## config.mk

```make
export PLATFORM = sky130hd
export DESIGN_NAME = mem_port_arbiter
export DESIGN_NICKNAME = d
export VERILOG_FILES = /design/src/rtl/mem_port_arbiter.sv
export SDC_FILE = /design/constraint.sdc
export NUM_CORES = 1
export LEC_CHECK = 0
export BUFFER_PORTS_ARGS = -buffer_cell sky130_fd_sc_hd__buf_2
export CAP_MARGIN = 20
export CORE_MARGIN = 2
export CORE_UTILIZATION = 50
export CTS_CLUSTER_DIAMETER = 150
export DETAILED_ROUTE_END_ITERATION = 10
export PLACE_DENSITY_LB_ADDON = 0.08
export RECOVER_POWER = 100
export SYNTH_ARGS = -nofsm -noshare
export SYNTH_HDL_FRONTEND = slang
export SYNTH_SLANG_ARGS = --single-unit
```

## constraint.sdc

```tcl
create_clock -name clk -period 8.4 [get_ports clk]
set_input_delay 0.84 -clock clk [delete_from_list [all_inputs] [get_ports clk]]
set_output_delay 0.84 -clock clk [all_outputs]
set_load 0.005 [all_outputs]
```

## src/rtl/mem_port_arbiter.sv

```systemverilog
// Shared memory-port sequencer for the IF and MEM stages: one fixed-latency transaction at a time.
// Optional round-robin tie-breaking is enabled by defining ARB_FAIR_EN.
module mem_port_arbiter #(
  parameter int AW      = 32,
  parameter int DW      = 32,
  parameter int MEM_LAT = 2
) (
  input  logic          clk,
  input  logic          rst,
  input  logic          if_req,
  input  logic [AW-1:0] if_addr,
  output logic [DW-1:0] if_rdata,
  output logic          if_ack,
  input  logic          d_req,
  input  logic          d_we,
  input  logic [AW-1:0] d_addr,
  input  logic [DW-1:0] d_wdata,
  output logic [DW-1:0] d_rdata,
  output logic          d_ack,
  output logic          mem_en,
  output logic          mem_we,
  output logic [AW-1:0] mem_addr,
  output logic [DW-1:0] mem_wdata,
  input  logic [DW-1:0] mem_rdata,
  output logic          stall_if,
  output logic          stall_mem
);

  localparam logic [1:0] S_IDLE  = 2'd0;
  localparam logic [1:0] S_ISSUE = 2'd1;
  localparam logic [1:0] S_WAIT  = 2'd2;
  localparam logic [1:0] S_RESP  = 2'd3;

  logic [1:0]    r_state;
  logic          r_owner;      // 0 = fetch, 1 = data
  logic          r_we;
  logic [AW-1:0] r_addr;
  logic [DW-1:0] r_wdata;
  logic [3:0]    r_cnt;
  logic [DW-1:0] r_if_rdata;
  logic [DW-1:0] r_d_rdata;
  logic          r_if_ack;
  logic          r_d_ack;

  logic          w_any_req;
  logic          w_grant_d;

  assign w_any_req = if_req | d_req;

`ifdef ARB_FAIR_EN
  logic r_last_d;
  // On a tie the requester that was not served last wins.
  assign w_grant_d = (if_req & d_req) ? ~r_last_d : d_req;
`else
  assign w_grant_d = d_req;
`endif

  // NOTE: every register here is updated with non-blocking assignments so all
  // state advances together at the edge, independent of statement order.
  always_ff @(posedge clk or posedge rst) begin
    if (rst) begin
      r_state    <= S_IDLE;
      r_owner    <= 1'b0;
      r_we       <= 1'b0;
      r_addr     <= '0;
      r_wdata    <= '0;
      r_cnt      <= 4'd0;
      r_if_rdata <= '0;
      r_d_rdata  <= '0;
      r_if_ack   <= 1'b0;
      r_d_ack    <= 1'b0;
`ifdef ARB_FAIR_EN
      r_last_d   <= 1'b0;
`endif
    end else begin
      r_if_ack <= 1'b0;
      r_d_ack  <= 1'b0;
      case (r_state)
        S_IDLE: begin
          if (w_any_req) begin
            r_owner <= w_grant_d;
            r_we    <= w_grant_d & d_we;
            r_addr  <= w_grant_d ? d_addr : if_addr;
            if (w_grant_d) r_wdata <= d_wdata;
`ifdef ARB_FAIR_EN
            r_last_d <= w_grant_d;
`endif
            r_state <= S_ISSUE;
          end
        end
        S_ISSUE: begin
          r_cnt   <= 4'(MEM_LAT);
          r_state <= S_WAIT;
        end
        S_WAIT: begin
          r_cnt <= r_cnt - 4'd1;
          if (r_cnt == 4'd1) begin
            // Read data is valid on this edge; a write's return value is dropped.
            if (!r_owner)   r_if_rdata <= mem_rdata;
            else if (!r_we) r_d_rdata  <= mem_rdata;
            r_if_ack <= ~r_owner;
            r_d_ack  <= r_owner;
            r_state  <= S_RESP;
          end
        end
        S_RESP:  r_state <= S_IDLE;
        default: r_state <= S_IDLE;
      endcase
    end
  end

  assign mem_en    = (r_state == S_ISSUE);
  assign mem_we    = r_we;
  assign mem_addr  = r_addr;
  assign mem_wdata = r_wdata;

  assign if_rdata  = r_if_rdata;
  assign d_rdata   = r_d_rdata;
  assign if_ack    = r_if_ack;
  assign d_ack     = r_d_ack;

  assign stall_if  = if_req & ~r_if_ack;
  assign stall_mem = d_req & ~r_d_ack;

endmodule

```

==> flow_metrics.py <==
metrics = {
    "run_status": {
        "status": "complete, but fails checks",
        "violations": "max-capacitance violations, max-slew violations",
    },
    "cts": {
        "cts_hold_buf": 0,
        "cts.sinks": 138,
        "h-tree-depth": 4,
        "post_cts_resized": 0,
        "postCtsSetupRepairBufs": 0,
        "numCtsBuffers": 17,
        "clk_path_buf_depth": 2,
        "cts-root-buf": "clkbuf_16",
        "cts_tree": "built",
        "insertion_delay_ps": 410,
        "path_clk_slew_ps": 50,
    },
    "power_and_ir_drop": {
        "swShare_pct": 30.4,
        "vdd_drop_max_uv": 228,
        "clkPwrFrac_pct": 27.8,
        "power.switching_w": 0.000805,
        "pwr-share-comb_pct": 29.4,
        "leakage_nw": 3.64,
        "sequentialPowerShare_pct": 42.8,
        "p_int_w": 0.00184,
        "p_per_area_mw_per_mm2": 357,
    },
    "floorplanning": {
        "start_util_pct": 51.7,
        "die_w_um": 110,
        "ios": 267,
        "dieArea_mm2": 0.0122,
        "die_h_um": 110,
        "rows": 38,
        "core_mm2": 0.0109,
    },
    "critical_path": {
        "cp_data_arrival_time_ps": 4150,
        "worstRegToRegCells": 6,
        "startpoint": "d_req",
        "cpMostUsedCell": "clkbuf_1",
        "critPathCaptureType": "flip-flop",
        "cpPeakStageDelay_ps": 1590,
        "worstSetupStartpointType": "primary input",
        "worstReg2RegStart": "r_state[0]",
        "cp_max_fo": 66,
        "reg2reg_to": "if_rdata[10]",
        "critical_path_class": "in -> reg",
        "critical-path-top-delay-family": "buffers and inverters",
        "ff2ff_setup_slack_ps": 5300,
        "crit_end": "mem_addr[24]",
        "slowest_stage": "clkbuf_1",
        "path_cells": "buf_2, clkbuf_1, o21ai_4, clkbuf_1, o21ai_0",
        "critPathRequiredTime_ps": 8590,
        "path_buf_inv": 3,
        "crit_cells": 5,
    },
    "synthesis": {
        "synth_seq_cells": 138,
        "synth.area.top_cells": "dfrtp_1 61%, mux2_2 13%, mux2_4 8.0%",
        "async_flop_share_pct": 100,
        "netlist-cell-type-count": 26,
        "syn_area_mm2": 0.00566,
        "synth_edf_count": 0,
        "synth_top_area_share_pct": 61.0,
        "syn_avg_cell_area_um2": 14.5,
        "netlist_top_cells_count": "138 x dfrtp_1, 67 x mux2_2, 37 x nand2_1, 34 x o21ai_0, 33 x mux2i_1",
        "ys_warn_count": 0,
        "synthMostInstantiatedCell": "dfrtp_1",
        "syn_inst": 390,
        "seq_area_frac_synth_pct": 61.0,
        "ys.flop_type": "dfrtp_1",
        "syn_nets": 528,
        "yosysTopAreaCell": "dfrtp_1",
    },
    "layout": {
        "fill_cells": 888,
        "nets": 797,
        "multi_input_area_mm2": 0.00195,
        "area_growth_pct": 31.1,
        "utilization_pct": 67.8,
        "seq_area_mm2": 0.00345,
        "drive_above_1_share_pct": 38.7,
    },
    "sta": {
        "finalHoldViolations": 0,
        "setup_viol": 0,
        "tns_ps": 0,
        "rsz0062_at_grt": "false",
        "finalCritPeriodShare_pct": 47.1,
        "finalCriticalPeriod_ps": 3950,
        "slew_headroom_pct": -109,
        "tightest_slew_ps": 3120,
        "slew_violations": 247,
        "fmax_mhz": 253,
        "clock_skew_ps": 6.11,
    },
    "detailed_routing": {
        "first_pass_iters": 4,
        "drc": 0,
        "vias": 3996,
        "vias_per_cell": 4.92,
        "routedWlPerCell_um": 15.7,
        "drt_iter0_drc": 188,
        "postRouteAntennaNets": 0,
        "wl_mm": 12.8,
    },
    "grt": {
        "grt_pass1_wl_mm": 19.3,
        "grt_remaining_overflow": 0,
        "grt_usage_pct": 21.3,
        "antenna_found_initial": 1,
        "first_global_vias": 4028,
        "grt_max_degree": 74,
    },
    "placement": {
        "gp_congestion": 0.792,
        "dp_hpwl_mm": 9.36,
        "port-buffer-count": 266,
    },
    "worst_hold_path": {
        "hold_class": "reg -> reg",
    },
    "flow_run": {
        "drv_cap": 5,
    },
}
## registers in the layout (all words and copies together) (netlist names)
name and count:
d_ack 1, mem_we 1, d_rdata 32, r_cnt 4, r_state 2, if_ack 1
if_rdata 32, r_owner 1, mem_addr 32, mem_wdata 32
## layer usage
layer / wire length (um) / track usage (%) / share of wire, %
met1: 4950 / 24.0 / 39
met2: 6380 / 36.6 / 50
met3: 1070 / 6.58 / 8.4
met4: 359 / 10.8 / 2.8
met5: 0 / 0 / 0
## power by group through the flow
stage | combinational [W] | clock (W) | sequential [W]
after floorplan | 0.000449 | 0 | 0.00115
after global routing | 0.000878 | 0.000779 | 0.00118
after detailed placement | 0.000910 | 0 | 0.00113
final | 0.000777 | 0.000735 | 0.00113
after CTS | 0.000912 | 0.000750 | 0.00113
after global placement | 0.000879 | 0 | 0.00113
## worst min-delay path by stage
stage,cells past startpoint,to,start
floorplan,2,mem_addr[0],mem_addr[0]
global placement,2,mem_addr[10],mem_addr[10]
detailed placement,2,mem_addr[26],mem_addr[26]
CTS,2,mem_addr[6],mem_addr[6]
global route,2,mem_addr[26],mem_addr[26]
finish,2,mem_addr[26],mem_addr[26]
## cell families after synthesis
kind of cell    count (synthesis)  synth area share (%)
flops                         138                  61.0
buf+inv                        27                  2.88
fa+ha+maj                       5                  1.11
mux                           130                  27.1
compound gates                 40                  3.89
simple gates                   50                  3.94
## final cells by class
cell class / instances / area share (%)
inverter: 6 / 0.321
timing repair buffer: 271 / 16.5
sequential: 138 / 46.6
multi-input combinational: 225 / 26.2
tap: 140 / 2.36
clock buffer: 25 / 6.82
antenna: 1 / 0.0337
clock inverter: 6 / 1.16
## worst register-to-register path: cells and delay by family (launching register included)
kind / cells / cell delay [ps]
adder cells (fa/ha/maj): 1 / 300
buffers and inverters: 3 / 1590
flip-flops: 1 / 390
multiplexers: 1 / 460
AND/OR/NAND/NOR: 1 / 240
## through the flow
stage          instance area [um^2]  setup WS (ps)  std cells  hold slack, ps  power (W)
3_3_place_gp                   7090           5870        780             458    0.00201
3_5_place_dp                   7090           5840        780             465    0.00204
5_1_grt                        7410           3960        812             503    0.00283
2_1_floorplan                  5660           3860        390             473    0.00160
6_report                       7410           4450        812             475    0.00264
4_1_cts                        7680           5830        811             477    0.00279
## placed cells by master (no fill, tap or decap), drive strengths merged
cell      instances
ha                5
nand2b            3
o311ai            1
o22a              1
nand2            37
buf             161
dfrtp           138
inv               5
clkbuf          135
o21ai            34
mux2             97
a22oi             1
diode             1
bufinv            2
mux2i            33
nor4              1
nor2              3
nand3             1
a31oi             1
clkinv            3
clkinvlp          2
or3b              1
or3               2
o2bb2ai           1
a32o              1
nor2b             2
No activity file was read; power rests on OpenSTA's default activity.
